===== src/rtl/patgen_pkg.sv =====
// Shared types and Ethernet framing constants for the frame generator.
package patgen_pkg;

  localparam int LEN_W           = 16;
  localparam int ETH_HDR_BYTES   = 14;
  localparam int ETH_MIN_PAYLOAD = 46;
  localparam int ETH_MAX_PAYLOAD = 1500;

  typedef logic [LEN_W-1:0] len_t;

  typedef enum logic [2:0] {
    IDLE,
    LOAD,
    SETTLE,
    HDR,
    PAY,
    PAD,
    GAP,
    FIN
  } tx_state_e;

endpackage


===== src/rtl/eth_hdr_byte_sel.sv =====
// Combinational header byte mux: index 0..13 selects DA, SA (MSB byte first) then the length field.
module eth_hdr_byte_sel
  import patgen_pkg::*;
(
  input  logic [3:0]  idx,
  input  logic [47:0] dest_mac,
  input  logic [47:0] src_mac,
  input  len_t        flen,
  output logic [7:0]  hdr_byte
);

  always_comb begin
    hdr_byte = 8'h00;
    case (idx)
      4'd0:  hdr_byte = dest_mac[47:40];
      4'd1:  hdr_byte = dest_mac[39:32];
      4'd2:  hdr_byte = dest_mac[31:24];
      4'd3:  hdr_byte = dest_mac[23:16];
      4'd4:  hdr_byte = dest_mac[15:8];
      4'd5:  hdr_byte = dest_mac[7:0];
      4'd6:  hdr_byte = src_mac[47:40];
      4'd7:  hdr_byte = src_mac[39:32];
      4'd8:  hdr_byte = src_mac[31:24];
      4'd9:  hdr_byte = src_mac[23:16];
      4'd10: hdr_byte = src_mac[15:8];
      4'd11: hdr_byte = src_mac[7:0];
      4'd12: hdr_byte = flen[15:8];
      4'd13: hdr_byte = flen[7:0];
      default: hdr_byte = 8'h00;
    endcase
  end

endmodule


===== src/rtl/eth_frame_tx_gen.sv =====
// Splits a byte total into Ethernet frames and streams them on AXI4-Stream.
// Optional minimum-payload padding is enabled by defining ETH_FRAME_TX_MIN_PAD_EN.
module eth_frame_tx_gen #(
  parameter int         LEN_W        = 16,
  parameter int         IFG_CYCLES   = 12,
  parameter logic [7:0] PATTERN_SEED = 8'h00
) (
  input  logic             clk,
  input  logic             rst_n,
  input  logic             start,
  input  logic [47:0]      dest_mac,
  input  logic [47:0]      src_mac,
  input  logic [LEN_W-1:0] payload_len,
  input  logic             remain_zero,
  output logic             payload_en,
  output logic             payload_cal,
  output logic [7:0]       m_axis_tdata,
  output logic             m_axis_tvalid,
  output logic             m_axis_tlast,
  input  logic             m_axis_tready,
  output logic             busy,
  output logic             done,
  output logic [LEN_W-1:0] frame_cnt
);
  import patgen_pkg::*;

  tx_state_e        state, state_n;
  logic [LEN_W-1:0] idx, idx_n, flen;
  logic [47:0]      da, sa;
  logic [7:0]       hdr_byte, data_n;
  logic             last_n, valid_n, hs, pad_need, len_ok, next_frame_ok;

  assign hs            = m_axis_tvalid && m_axis_tready;
  assign len_ok        = (payload_len != '0) && (payload_len <= LEN_W'(ETH_MAX_PAYLOAD));
  assign next_frame_ok = !remain_zero && len_ok;

`ifdef ETH_FRAME_TX_MIN_PAD_EN
  assign pad_need = (flen < LEN_W'(ETH_MIN_PAYLOAD));
`else
  assign pad_need = 1'b0;
`endif

  always_ff @(posedge clk or negedge rst_n) begin
    if (!rst_n) state <= IDLE;
    else        state <= state_n;
  end

  always_comb begin
    state_n = state;
    case (state)
      IDLE:    if (start) state_n = LOAD;
      LOAD:    state_n = SETTLE;
      SETTLE:  state_n = next_frame_ok ? HDR : FIN;
      HDR:     if (hs && idx == LEN_W'(ETH_HDR_BYTES - 1)) state_n = PAY;
      PAY:     if (hs && idx == flen - LEN_W'(1)) state_n = pad_need ? PAD : GAP;
      PAD:     if (hs && idx == LEN_W'(ETH_MIN_PAYLOAD - 1)) state_n = GAP;
      // The last GAP count doubles as the settle cycle for the calculator.
      GAP:     if (idx == LEN_W'(IFG_CYCLES)) state_n = next_frame_ok ? HDR : FIN;
      FIN:     state_n = IDLE;
      default: state_n = IDLE;
    endcase
  end

  always_comb begin
    payload_en  = (state == LOAD);
    payload_cal = hs && m_axis_tlast;
    done        = (state == FIN);
    busy        = (state != IDLE);
  end

  // Padding continues the payload index so its last byte is always index 45.
  always_comb begin
    idx_n = idx;
    if (state_n != state)              idx_n = (state_n == PAD) ? flen : '0;
    else if (hs || state == GAP)       idx_n = idx + LEN_W'(1);
  end

  eth_hdr_byte_sel u_hdr_sel (
    .idx      (idx_n[3:0]),
    .dest_mac (da),
    .src_mac  (sa),
    .flen     (len_t'(flen)),
    .hdr_byte (hdr_byte)
  );

  // Output register is loaded with the byte for the next (state, index); it holds while stalled.
  always_comb begin
    data_n  = 8'h00;
    last_n  = 1'b0;
    valid_n = 1'b0;
    case (state_n)
      HDR: begin
        valid_n = 1'b1;
        data_n  = hdr_byte;
      end
      PAY: begin
        valid_n = 1'b1;
        data_n  = PATTERN_SEED + idx_n[7:0];
        last_n  = (idx_n == flen - LEN_W'(1)) && !pad_need;
      end
      PAD: begin
        valid_n = 1'b1;
        last_n  = (idx_n == LEN_W'(ETH_MIN_PAYLOAD - 1));
      end
      default: ;
    endcase
  end

  always_ff @(posedge clk or negedge rst_n) begin
    if (!rst_n) begin
      idx           <= '0;
      flen          <= '0;
      da            <= '0;
      sa            <= '0;
      frame_cnt     <= '0;
      m_axis_tdata  <= 8'h00;
      m_axis_tvalid <= 1'b0;
      m_axis_tlast  <= 1'b0;
    end else begin
      idx <= idx_n;
      if (state == IDLE && start) begin
        da <= dest_mac;
        sa <= src_mac;
      end
      if (state_n == HDR && state != HDR) flen <= payload_len;
      if (hs && m_axis_tlast) frame_cnt <= frame_cnt + LEN_W'(1);
      m_axis_tdata  <= data_n;
      m_axis_tvalid <= valid_n;
      m_axis_tlast  <= last_n;
    end
  end

endmodule


===== config.mk =====
export PLATFORM = sky130hd
export DESIGN_NAME = eth_frame_tx_gen
export DESIGN_NICKNAME = d
export VERILOG_FILES = /design/src/rtl/patgen_pkg.sv /design/src/rtl/eth_hdr_byte_sel.sv /design/src/rtl/eth_frame_tx_gen.sv
export SDC_FILE = /design/constraint.sdc
export NUM_CORES = 1
export LEC_CHECK = 0
export ABC_CLOCK_PERIOD_IN_PS = 3600
export BUFFER_PORTS_ARGS = -buffer_cell sky130_fd_sc_hd__buf_2
export CAP_MARGIN = 20
export CORE_MARGIN = 2
export CORE_UTILIZATION = 51
export DETAILED_ROUTE_END_ITERATION = 12
export PLACE_DENSITY = 0.77
export SLEW_MARGIN = 10
export SYNTH_ARGS = -nofsm -noshare
export SYNTH_HDL_FRONTEND = slang
export SYNTH_SLANG_ARGS = --single-unit

===== constraint.sdc =====
create_clock -name clk -period 3.6 [get_ports clk]
set_input_delay 0.72 -clock clk [delete_from_list [all_inputs] [get_ports clk]]
set_output_delay 0.72 -clock clk [all_outputs]
set_load 0.05 [all_outputs]

# [Word-level counts from Yosys, hierarchy flattened]
# Cells that the tools add are included.
# Widths: inputs -> output; s select.
[classes] add_sub_neg=3 magnitude_cmp=1 n_eq_ne=31 mux=14 reduce_logical=16
[ops] cell="$pmux 8 s14" count=1
[ops] cell="$mux 16" count=3
[ops] cell="$add 16x1->16 const B" count=2
[ops] cell="$eq 16x16->1" count=2
[ops] cell="$eq 16x4->1 const B" count=2
[ops] cell="$eq 16x6->1 const B" count=2
[ops] cell="$eq 4x4->1 const B" count=6
[ops] cell="$pmux 3 s8" count=1
[ops] cell="$eq 3x3->1 const B" count=6
[ops] cell="$mux 3" count=6
[ops] cell="$eq 4x3->1 const B" count=4
[ops] cell="$le 16x11->1 const B" count=1
[ops] cell="$pmux 8 s2" count=1
[ops] cell="$reduce_bool 16->1" count=1
[ops] cell="$sub 16x1->16 const B" count=1
[ops] cell="$eq 3x2->1 const B" count=3
[ops] cell="$logic_and 1x1->1" count=9
[ops] cell="$eq 4x2->1 const B" count=2
[ops] cell="$eq 4x1->1 const B" count=1
[ops] cell="$logic_not 4->1" count=1
[ops] cell="$eq 3x1->1 const B" count=1
[ops] cell="$logic_not 3->1" count=1
[ops] cell="$ne 3x2->1 const B" count=1
[ops] cell="$ne 3x3->1" count=1
[ops] cell="other kinds (6)" count=6
[word_totals] ff_bits=157 in_bits=117 out_inout_bits=30 word_cells=74

# [Depth between registers and ports, before layout]
# Gate-level depths: netlist (run 1).
[depth] ltp_word=12 ltp_mapped=14 mapped_depth_nobuf=11

# [Hierarchy]
# Synthesis (run 1) repeated with hierarchy kept, for this count alone.
[unflattened] hier_cells=801 area_unflattened_um2=8758.4
[by_module_without_submodules] module="eth_frame_tx_gen" instances=1 cells_per_inst=661 area_per_inst_um2=7677.4 seq_area_each_um2=3928.8
[by_module_without_submodules] module="eth_hdr_byte_sel" instances=1 cells_per_inst=140 area_per_inst_um2=1081.0 seq_area_each_um2=0.0

# [Least setup slack after synthesis (run 1)]
# OpenSTA, ideal clock, no wires.
[synth_path] path_type="flip-flop to flip-flop" startpoint="register flen[2]" endpoint="register flen[10]" setup_time_ns=0.125 t_arrival_ns=3.608 required_ns=3.475 setup_slack_ns=-0.134 path_stages_with_launch=12 path_buffers=2 synth_period_minus_slack_ns=3.734 cell_sequence="dfrtp_1 > or4_4 > nor4_1 > xor3_1 > a2111o_1 > or4_4 > o211ai_2 > nand3b_2 > or2_1 > buf_6 > buf_6 > mux2_4"
[synth_between] elab_chain_len=7
[synth_rtl] element="from (decl)" line_no="eth_frame_tx_gen.sv:28" text="logic [LEN_W-1:0] idx, idx_n, flen;"
[synth_rtl] element="from (signal assigned)" line_no="eth_frame_tx_gen.sv:125" text="if (state_n == HDR && state != HDR) flen <= payload_len;"
[synth_rtl] element="$sub 16x1->16" line_no="eth_frame_tx_gen.sv:55" text="PAY: if (hs && idx == flen - LEN_W'(1)) state_n = pad_need ? PAD : GAP;"
[synth_rtl] element="$eq 16x16->1" line_no="eth_frame_tx_gen.sv:55"
[synth_rtl] element="$logic_and 1x1->1" line_no="eth_frame_tx_gen.sv:55"
[synth_rtl] element="$mux 3" line_no="eth_frame_tx_gen.sv:55"
[synth_rtl] element="$pmux 3 s8" line_no="eth_frame_tx_gen.sv:50" text="case (state)"
[synth_rtl] element="named net state_n[1]" line_no="eth_frame_tx_gen.sv:27" text="tx_state_e state, state_n;"
[synth_rtl] element="$eq 3x2->1" line_no="eth_frame_tx_gen.sv:125"
[synth_rtl] element="$logic_and 1x1->1" line_no="eth_frame_tx_gen.sv:125"
# The timed path passes the listed nets, and every way through them passes these cells.
# A chain may end at the register's enable or synchronous reset.

# [Worst setup path in the final report (run 1)]
[layout_path] startpoint="register flen[0]" endpoint="register flen[6]"
# Same word-level chain as after synthesis.

==> impl_summary.log, run 1 <==
INFO  metric outcome = completed
INFO  metric drt-vias-per-instance = just over 6
INFO  metric syn_nets = 898
INFO  metric peak_supply_drop = 0.332 mV
INFO  metric p_total = just under 0.004 W
INFO  metric synth-xor-area-share = 6.70%
INFO  metric cts-root-buf = sky130_fd_sc_hd__clkbuf_16
INFO  metric commonest_non_fill_non_tap_cells_in_the_layout = sky130_fd_sc_hd__dfrtp_1, sky130_fd_sc_hd__buf_2, sky130_fd_sc_hd__mux2_2, sky130_fd_sc_hd__buf_4, sky130_fd_sc_hd__nand2_1
INFO  metric tightest_slew = 0.862 ns
INFO  metric yosysWarningCount = 0
INFO  metric grt.total_usage = 30.5%
INFO  metric max_transition_margin = 42.4%
INFO  metric critical_path_buf_inv_count = 0
INFO  metric critical_path_peak_fanout = 16
INFO  metric ant_nets = 0
INFO  metric final.setup.tns = 0 ns
INFO  metric placedCellCount = 1166
INFO  metric dp_hpwl = 19.3 mm
INFO  metric yosysSeqAreaShare = 46.2%
INFO  metric setup_viol = 0
INFO  metric final.period_utilization = between 90 and 100%
INFO  metric nets = 1092
INFO  metric layout-drive-gt1-share = around two fifths
INFO  metric num_io_pins = 147
INFO  metric count_of_filler_cells_inserted_in_the_layout = 1287
INFO  metric most_common_cell_after_layout_fill_and_taps_aside = sky130_fd_sc_hd__dfrtp_1
INFO  metric io_buffer_count = roughly 150
INFO  metric final_hold_viol_count = 0
INFO  metric slowest_stage = sky130_fd_sc_hd__or4_4
INFO  metric timing.final.ws_setup = 0.0260 ns
INFO  metric fp.dieW = between 100 and 150 um
INFO  metric totalWireLength = ~26 mm
INFO  metric cellPowerDensity = 364 mW/mm^2
INFO  metric post_synth_and_or_nand_nor_area_fraction = 13.7%
INFO  metric fin_worst_skew = 0.0115 ns
INFO  metric syn_avg_cell_area = 11.0 sq um
INFO  metric synth_mux_area_share = 16.2%
INFO  metric globalRouteOverflowTotal = 0
INFO  metric path_clk_slew = 0.07 ns
INFO  metric worst_setup_ep_type = register
INFO  metric crit_chain = or4_4 > nor4_4 > xor3_1 > a2111o_1 > or4_4 > o211ai_4 > nand3b_4 > or2_4 > mux2_4
INFO  metric grt_start_max_net_pins = 97
INFO  metric clk_path_buf_depth = 2
INFO  metric route.detailed.drc = 0
INFO  metric worst_hold_path_type = in2async
INFO  metric first_global_vias = 7277
INFO  metric placeableCoreArea = 0.0164 sq mm
INFO  metric critical_path.top_delay_family = simple AND/OR/NAND/NOR gates
INFO  metric static-leakage-power = 4.99 nW
INFO  metric drt-initial-drc-count = slightly below 800
INFO  metric wl_per_cell = 21.8 um
INFO  metric dpl_worst_slack = 0.0786 ns
INFO  metric area.growth.synth_to_final = 24.6%
INFO  metric clk_latency = 0.44 ns
INFO  metric post_layout_nonfiller_instances = approximately 1200
INFO  metric die_span_y = 133 um
INFO  metric fmax_achieved = 280 MHz
INFO  metric timing.final.crit_period = 3.57 ns
INFO  metric ys_async_sr_fraction = 100%
INFO  metric yosys_most_used_dff = sky130_fd_sc_hd__dfrtp_1
INFO  metric numCtsBuffers = 17
INFO  metric report.final.slew_viol_count = 0
INFO  metric route.vias.total = 7309
INFO  metric floorplan.initialDensity = 51.8%
INFO  metric tritoncts = done
INFO  metric postSynthRegisterBits = between 150 and 200
INFO  metric post_synth_inst_count = 776
INFO  metric cp_data_arrival_time = 3.89 ns
INFO  metric post_synthesis_instance_area = 0.00850 sq mm
INFO  metric cp.required = 3.92 ns
INFO  metric gp_congestion = 0.940
INFO  metric yosys.cell_types.count = 80
INFO  metric drtPass1Iterations = 5
INFO  metric synth_top_family_by_area = multiplexers
INFO  metric crit_type = reg2reg
INFO  metric finalCoreUtilization = around 65%
INFO  metric max_stage_delay_on_crit_path = approximately 0.56 ns
INFO  metric grt_setup_unrepaired = true
INFO  metric num_rows = 47
INFO  metric ctsHtreeMaxLevel = 4
INFO  metric grt_pass1_wl = 41.0 mm
INFO  metric dieArea = roughly 0.018 sq mm
INFO  metric max-cap-violations = 0
INFO  metric insertedDiodeCount = 0
INFO  metric synth_compound_gate_area_share = 13.4%
INFO  metric antenna_found_initial = 0
INFO  metric cts_sinks = 157
INFO  metric synth_enable_flop_cells = 0
INFO  metric cts_hold_buffers = 0
INFO  metric crit_path_start_kind = register
INFO  metric post_synth_fa_ha_maj_area_fraction = 0.736%
INFO  metric worst_path_most_repeated_cell = sky130_fd_sc_hd__or4_4
==> per-stage QoR <==
step / cell area (sq um) / hold slack, ns
2_1_floorplan: 8510 / 0.424
3_3_place_gp: 9910 / 0.459
3_5_place_dp: 9910 / 0.463
4_1_cts: 10500 / 0.388
5_1_grt: 10600 / 0.411
6_report: 10600 / 0.342
==> cells in the mapped netlist (4+ instances only) <==
master                     number  share of area, %
sky130_fd_sc_hd__a21oi_1       30               1.8
sky130_fd_sc_hd__nand4b_1       4              0.41
sky130_fd_sc_hd__nand3_1       25               1.5
sky130_fd_sc_hd__mux2_4         5              0.88
sky130_fd_sc_hd__clkbuf_1      37               1.6
sky130_fd_sc_hd__o21ai_0       17               1.0
sky130_fd_sc_hd__a22oi_1       14               1.2
sky130_fd_sc_hd__inv_1         16              0.71
sky130_fd_sc_hd__nor3_1        13              0.77
sky130_fd_sc_hd__and2_1        12              0.88
sky130_fd_sc_hd__nor4_1        12              0.88
sky130_fd_sc_hd__or4_4          4              0.53
sky130_fd_sc_hd__a32oi_1        6              0.62
sky130_fd_sc_hd__xor2_1        21               2.2
sky130_fd_sc_hd__xnor2_1       36               3.7
sky130_fd_sc_hd__o22ai_1        9              0.66
sky130_fd_sc_hd__nor2_1        43               1.9
sky130_fd_sc_hd__nand2_1       50               2.2
sky130_fd_sc_hd__ha_1           5              0.74
sky130_fd_sc_hd__mux2i_1       11               1.3
sky130_fd_sc_hd__a221oi_1       6              0.62
sky130_fd_sc_hd__a211oi_1       9              0.79
sky130_fd_sc_hd__dfrtp_1      157                46
sky130_fd_sc_hd__nand4_1        5              0.37
sky130_fd_sc_hd__a31oi_1        8              0.59
sky130_fd_sc_hd__mux2_2       106                14
sky130_fd_sc_hd__nand2b_1       8              0.59
sky130_fd_sc_hd__o211ai_1       7              0.62
sky130_fd_sc_hd__or3_1          6              0.44
sky130_fd_sc_hd__a221o_1        4              0.47
sky130_fd_sc_hd__and3_1         7              0.52
==> worst paths after layout <==
| check | start | endpoint | slack, ns | cells past startpoint |
|---|---|---|---|---|
| max in group asynchronous | rst_n | sa[8]$_DFFE_PN0P_ | 2.35 | 2 |
| max reg2reg | flen[0]$_DFFE_PN0P_ | flen[6]$_DFFE_PN0P_ | 0.03 | 9 |
| min in group clk | frame_cnt[15]$_DFFE_PN0P_ | frame_cnt[15]$_DFFE_PN0P_ | 0.47 | 1 |
| max | flen[0]$_DFFE_PN0P_ | flen[6]$_DFFE_PN0P_ | 0.03 | 9 |
| min | rst_n | state[2]$_DFF_PN0_ | 0.34 | 1 |
| min reg2reg | frame_cnt[15]$_DFFE_PN0P_ | frame_cnt[15]$_DFFE_PN0P_ | 0.47 | 1 |
==> cell type report <==
type                       instances  area (sq um)  share of cell area, %
clock buffer                      20           457                   4.31
clock inverter                    12           138                   1.30
inverter                          16          60.1                  0.567
multi-input combinational        558          4400                   41.6
sequential                       157          3930                   37.1
tap                              220           275                   2.60
timing repair buffer             220          1330                   12.6
==> what timing repair did <==
action / CTS / global route
resized for setup: 0 / 12
setup buffers: 0 / 6
endpoints found under the setup margin: 0 / 14
==> sequential cells by signal (all words and copies together), names as in the netlist <==
signal / cells
da: 48
flen: 16
frame_cnt: 16
idx: 16
m_axis_tdata: 8
m_axis_tlast: 1
m_axis_tvalid: 1
sa: 48
state: 3
==> layer usage <==
metal  up-vias  track usage (%)  routed length, um
met1      3608             40.5              11000
met5         -                0                  0
met3        79             7.85               1980
li1       3268                -                  -
met2       354             47.6              12300
met4         0             13.4                970
==> power breakdown <==
group	switching [W]	internal, W
clock network	0.000770	0.00106
logic	0.0000776	0.0000917
registers	0.0000361	0.00182
total	0.000884	0.00297
==> cells by family after synthesis <==
group,Yosys count
simple gates,214
mux,122
flops,157
fa+ha+maj,5
buf+inv,61
xor+xnor,60
compound gates,157
Note: power is estimated with default switching activity, not from simulation.
==> run 2, diff against run 1 <==
Settings changed: ABC_CLOCK_PERIOD_IN_PS 3600 to 3540, CORE_UTILIZATION 51 to 57, PLACE_DENSITY 0.77 to 0.81.
Clock period 3.6 ns to 3.54 ns, I/O delays scaled along.
==> run 2 against run 1 <==
Critical endpoint is now flen[9]$_DFFE_PN0P_. Clock power is 3% lower. Global-route usage is 1.2 points higher. Largest power group unchanged. Clock skew is 0.0045 ns lower. First-iteration DRC count is 5.3% lower. Via count is 0.29% higher. Highest routed layer unchanged.
==> impl_summary.log, run 2 (synthesis gave the netlist of run 1 again) <==
INFO  metric numCtsBuffers = 17
INFO  metric max-cap-violations = 0
INFO  metric critical_path_peak_fanout = 8
INFO  metric p_total = 0.00384 W
INFO  metric cp.required = 3.85 ns
INFO  metric cts-root-buf = sky130_fd_sc_hd__clkbuf_16
INFO  metric antenna_found_initial = 0
INFO  metric tritoncts = done
INFO  metric critical_path.reg2reg.startpoint = flen[3]$_DFFE_PN0P_
INFO  metric first_global_vias = 7268
INFO  metric reg2reg_depth = 9
INFO  metric route.detailed.drc = 0
INFO  metric cellPowerDensity = 362 mW/mm^2
INFO  metric ctsHtreeMaxLevel = 4
INFO  metric register_to_register_setup_slack = 0.03 ns
INFO  metric dieArea = 0.0159 sq mm
INFO  metric ant_nets = 0
INFO  metric nets = 1088
INFO  metric insertedDiodeCount = 0
INFO  metric worst_setup_ep_type = register
INFO  metric globalRouteOverflowTotal = 0
INFO  metric power.share.switching = 22.4%
INFO  metric path_clk_slew = 0.06 ns
INFO  metric floorplan.initialDensity = 58.5%
INFO  metric num_rows = 44
INFO  metric clk_latency = 0.43 ns
INFO  metric cts_sinks = 157
INFO  metric clk_path_buf_depth = 2
INFO  metric dp_hpwl = 18.4 mm
INFO  metric grt_pass1_wl = 39.2 mm
INFO  metric worst_hold_path_type = in2async
INFO  metric fp.dieW = 126 um
INFO  metric crit_path_start_kind = register
INFO  metric timing.final.ws_setup = 0.0311 ns
INFO  metric gp_congestion = 0.991
INFO  metric drt-vias-per-instance = 6.30
INFO  metric placeableCoreArea = 0.0145 sq mm
INFO  metric cp-startpoint = flen[3]$_DFFE_PN0P_
INFO  metric grt_start_max_net_pins = 97
INFO  metric dpl_worst_slack = -0.0284 ns
INFO  metric final.setup.tns = 0 ns
INFO  metric finalCoreUtilization = 72.9%
INFO  metric rr_endpoint = flen[9]$_DFFE_PN0P_
INFO  metric commonest_non_fill_non_tap_cells_in_the_layout = sky130_fd_sc_hd__dfrtp_1, sky130_fd_sc_hd__buf_2, sky130_fd_sc_hd__mux2_2, sky130_fd_sc_hd__buf_4, sky130_fd_sc_hd__nand2_1
INFO  metric internal_power = 0.00298 W
INFO  metric top_regs = da (48), sa (48)
INFO  metric route.vias.total = 7330
INFO  metric grt.total_usage = 31.8%
INFO  metric cts_hold_buffers = 0
INFO  metric die_span_y = 126 um
INFO  metric cp_data_arrival_time = 3.82 ns
INFO  metric wl_per_cell = 21.6 um
INFO  metric whs = ~0.3 ns
INFO  metric fmax_achieved = 285 MHz
INFO  metric comb_power_share = 4.6%
INFO  metric crit_type = reg2reg
INFO  metric tightest_slew = approximately 0.9 ns
INFO  metric timing.final.crit_period = 3.51 ns
INFO  metric sequential_power_share = roughly half
INFO  metric most_common_cell_after_layout_fill_and_taps_aside = sky130_fd_sc_hd__dfrtp_1
INFO  metric static-leakage-power = 5.00 nW
INFO  metric setup_viol = 0
INFO  metric max_transition_margin = 40.7%
INFO  metric outcome = completed
INFO  metric share_of_total_power_in_the_clock_network = a little under half
INFO  metric totalWireLength = 25.1 mm
INFO  metric io_buffer_count = 146
INFO  metric timing.critical_path.to = flen[9]$_DFFE_PN0P_
INFO  metric fin_worst_skew = 0.00701 ns
INFO  metric grt_setup_unrepaired = true
INFO  metric num_io_pins = 147
INFO  metric area.growth.synth_to_final = 24.7%
INFO  metric drt-initial-drc-count = 752
INFO  metric peak_supply_drop = 0.380 mV
INFO  metric report.final.slew_viol_count = 0
INFO  metric final_hold_viol_count = 0
INFO  metric final.period_utilization = roughly 99%
INFO  metric drtPass1Iterations = 8
INFO  metric net_switching_power_figure = 0.000860 W
INFO  metric layout-drive-gt1-share = between 40% and 50%
==> run 2: per-stage QoR <==
step,instances,area (sq um)
detailed placement,1123,9830
finish,1163,10600
global route,1163,10600
CTS,1157,10400
floorplan,776,8520
global placement,1123,9830
==> run 2: final cells by class <==
cell class | instances | area (sq um)
multi-input combinational | 559 | 4490
fill | 1081 | 3940
sequential | 157 | 3930
timing repair buffer | 215 | 1310
clock buffer | 22 | 474
tap | 184 | 230
clock inverter | 10 | 105
inverter | 16 | 62.6
==> run 2: layer usage <==
| layer | track usage [%] | wire [um] |
|---|---|---|
| met5 | 0 | 0 |
| met4 | 14.6 | 998 |
| met3 | 7.39 | 2230 |
| met2 | 49.9 | 11700 |
| met1 | 42.1 | 10200 |
==> run 2: worst min-delay path by stage <==
| stage | from | endpoint |
|---|---|---|
| floorplan | rst_n | da[0]$_DFFE_PN0P_ |
| detailed placement | frame_cnt[15]$_DFFE_PN0P_ | frame_cnt[15]$_DFFE_PN0P_ |
| global placement | frame_cnt[15]$_DFFE_PN0P_ | frame_cnt[15]$_DFFE_PN0P_ |
| global route | rst_n | flen[12]$_DFFE_PN0P_ |
| CTS | rst_n | flen[12]$_DFFE_PN0P_ |
| finish | rst_n | flen[12]$_DFFE_PN0P_ |
==> run 2: what timing repair did <==
item,in CTS,in global routing
pin swaps,5,8
endpoints found under the setup margin,11,18
buffers inserted,3,5
gates resized for setup,1,26
cloned,0,1
==> run 2: power by group through the flow <==
stage               combinational (W)  clock, W  sequential (W)
floorplan                   0.0000574         0         0.00190
global placement             0.000171         0         0.00191
detailed placement           0.000176         0         0.00192
CTS                          0.000178   0.00180         0.00188
global route                 0.000193   0.00187         0.00189
finish                       0.000176   0.00178         0.00189
==> run 2: worst max-delay path: stages, from the launching register on <==
cell and delay, ns:
sky130_fd_sc_hd__dfrtp_1 0.37, sky130_fd_sc_hd__or4_4 0.57, sky130_fd_sc_hd__nor4_4 0.20, sky130_fd_sc_hd__xor3_1 0.27, sky130_fd_sc_hd__a2111o_1 0.43, sky130_fd_sc_hd__or4_4 0.56
sky130_fd_sc_hd__o211ai_4 0.21, sky130_fd_sc_hd__nand3b_4 0.12, sky130_fd_sc_hd__or2_4 0.35, sky130_fd_sc_hd__mux2_4 0.32
==> run 3, diff against run 2 <==
Settings changed: CORE_MARGIN 2 to unset.
==> run 3 against run 2 <==
Global-route usage rose by 3.0 points. Register-to-register slack is essentially flat. Critical path type unchanged. Critical endpoint is now flen[0]$_DFFE_PN0P_. Sequential share of layout area rose by 0.095 points. Combinational power hardly changed. Sequential power barely moved. Routed wire length grew 3.0%. Highest routed layer unchanged.
==> impl_summary.log, run 3 (synthesis gave the netlist of run 1 again) <==
INFO  metric outcome = completed
INFO  metric fin_worst_skew = 0.00781 ns
INFO  metric drt-vias-per-instance = 6.40
INFO  metric num_rows = 44
INFO  metric dp_hpwl = ~19 mm
INFO  metric die_span_y = roughly 120 um
INFO  metric route.detailed.drc = 0
INFO  metric most_common_cell_after_layout_fill_and_taps_aside = sky130_fd_sc_hd__dfrtp_1
INFO  metric share_of_total_power_in_the_clock_network = around 47%
INFO  metric insertedDiodeCount = 0
INFO  metric cellPowerDensity = 370 mW/mm^2
INFO  metric crit_chain = or4_4 > nor4_4 > xor3_1 > a2111o_1 > or4_4 > o211ai_4 > nand3b_4 > or2_4 > mux2_2
INFO  metric grt.total_usage = 34.8%
INFO  metric first_global_vias = 7086
INFO  metric max_transition_margin = about 36%
INFO  metric ant_nets = 0
INFO  metric post_layout_nonfiller_instances = 1158
INFO  metric tritoncts = done
INFO  metric area.growth.synth_to_final = 24.4%
INFO  metric internal_power = ~0.0030 W
INFO  metric max-cap-violations = 0
INFO  metric peak_supply_drop = 0.336 mV
INFO  metric placedCellCount = 1124
INFO  metric clk_latency = 0.43 ns
INFO  metric nets = between 1000 and 1500
INFO  metric crit_type = reg2reg
INFO  metric setup_viol = 0
INFO  metric grt_setup_unrepaired = true
INFO  metric report.final.slew_viol_count = 0
INFO  metric route.vias.total = 7412
INFO  metric cts_hold_buffers = 0
INFO  metric drtPass1Iterations = 6
INFO  metric max_stage_delay_on_crit_path = 0.57 ns
INFO  metric comb_power_share = 4.6%
INFO  metric layout-drive-gt1-share = 40.5%
INFO  metric slowest_stage = sky130_fd_sc_hd__or4_4
INFO  metric path_clk_slew = approximately 0.060 ns
INFO  metric grt_pass1_wl = 39.5 mm
INFO  metric worst_setup_ep_type = register
INFO  metric io_buffer_count = 146
INFO  metric cts_sinks = roughly 160
INFO  metric totalWireLength = 25.9 mm
INFO  metric cts-root-buf = sky130_fd_sc_hd__clkbuf_16
INFO  metric clk_path_buf_depth = 2
INFO  metric cp.required = between 3 and 4 ns
INFO  metric ctsHtreeMaxLevel = 4
INFO  metric static-leakage-power = 4.98 nW
INFO  metric power.share.switching = 22.6%
INFO  metric worst_hold_path_type = in2async
INFO  metric fp.dieW = 124 um
INFO  metric dieArea = 0.0154 sq mm
INFO  metric wl_per_cell = 22.4 um
INFO  metric timing.final.crit_period = 3.51 ns
INFO  metric drt-initial-drc-count = around 640
INFO  metric sequential_power_share = 48.1%
INFO  metric top_regs = da (48), sa (48)
INFO  metric gp_congestion = 0.997
INFO  metric placeableCoreArea = 0.0145 sq mm
INFO  metric final_hold_viol_count = 0
INFO  metric crit_path_start_kind = register
INFO  metric num_io_pins = 147
INFO  metric tightest_slew = 0.960 ns
INFO  metric net_switching_power_figure = between 0.0008 and 0.0009 W
INFO  metric floorplan.initialDensity = roughly 58%
INFO  metric globalRouteOverflowTotal = 0
INFO  metric antenna_found_initial = 0
INFO  metric critical_path_peak_fanout = 8
INFO  metric final.period_utilization = ~100%
INFO  metric commonest_non_fill_non_tap_cells_in_the_layout = sky130_fd_sc_hd__dfrtp_1, sky130_fd_sc_hd__buf_2, sky130_fd_sc_hd__mux2_2, sky130_fd_sc_hd__buf_4, sky130_fd_sc_hd__nand2_1
INFO  metric p_total = 0.00392 W
INFO  metric cp_data_arrival_time = 3.81 ns
INFO  metric worst_path_most_repeated_cell = sky130_fd_sc_hd__or4_4
INFO  metric fmax_achieved = 285 MHz
INFO  metric numCtsBuffers = 17
INFO  metric grt_start_max_net_pins = 97
==> run 3: changes by cell type in the layout (fill, tap and decap cells not counted), sizes merged <==
cell / before / now
clkinv: 5 / 2
clkbuf: 22 / 21
buf: 215 / 211
inv: 18 / 20
bufinv: 1 / 2
==> run 3: stage by stage <==
stage	hold WS, ns	setup slack (ns)	cell area, sq um	setup TNS (ns)	util [%]
final	0.288	0.0319	10600	0	72.7
after global routing	0.342	-0.0560	10600	-0.401	72.7
after CTS	0.327	0.0328	10400	0	71.8
after detailed placement	0.479	0.0650	9840	0	67.7
after global placement	0.472	0.0787	9840	0	67.7
after floorplan	0.412	-0.0000251	8520	-0.000125	-
==> run 3: power groups by stage <==
stage	Combinational [W]	Clock, W	Sequential (W)
after global placement	0.000170	0	0.00191
after floorplan	0.0000574	0	0.00190
after CTS	0.000181	0.00186	0.00188
after global routing	0.000197	0.00193	0.00189
final	0.000178	0.00185	0.00189
after detailed placement	0.000178	0	0.00192
==> run 3: area by class of cell <==
| class | count | area, sq um |
|---|---|---|
| clock buffers | 21 | 460 |
| well taps | 184 | 230 |
| repair buffers | 211 | 1270 |
| inverters | 16 | 60.1 |
| flip-flops and latches | 157 | 3930 |
| fillers | 1036 | 3960 |
| multi-input cells | 559 | 4480 |
| clock inverters | 10 | 130 |
==> run 3: worst paths after layout <==
kind                                                start                         to  slack (ns)  depth (start not counted)
min in group clk                frame_cnt[10]$_DFFE_PN0P_  frame_cnt[10]$_DFFE_PN0P_        0.50                          1
worst max-delay path                  flen[2]$_DFFE_PN0P_        flen[0]$_DFFE_PN0P_        0.03                          9
worst min register to register  frame_cnt[10]$_DFFE_PN0P_  frame_cnt[10]$_DFFE_PN0P_        0.50                          1
worst min-delay path                                rst_n          idx[15]$_DFF_PN0_        0.29                          1
worst max register to register        flen[2]$_DFFE_PN0P_        flen[0]$_DFFE_PN0P_        0.03                          9
max in group asynchronous                           rst_n  m_axis_tdata[3]$_DFF_PN0_        2.44                          2
==> run 3: timing repair <==
action,in CTS,in global routing
setup endpoints to repair,0,16
buffers inserted,0,3
resized for setup,0,25
==> run 3: critical path: cells and delay by family (launching register included) <==
kind / cells / cell delay, ns
and+or+nand+nor: 5 / 1.86
DFF: 1 / 0.40
xor gates and xnor gates: 1 / 0.27
AOI/OAI and AO/OA: 2 / 0.55
muxes: 1 / 0.31
==> run 3: per-layer routing <==
metal / GRT usage [%] / vias to the layer above / wire length [um]
li1: - / 3252 / -
met1: 47.1 / 3700 / 10600
met2: 54.3 / 394 / 12500
met3: 7.65 / 66 / 1990
met4: 13.8 / 0 / 810
met5: 0 / - / 0
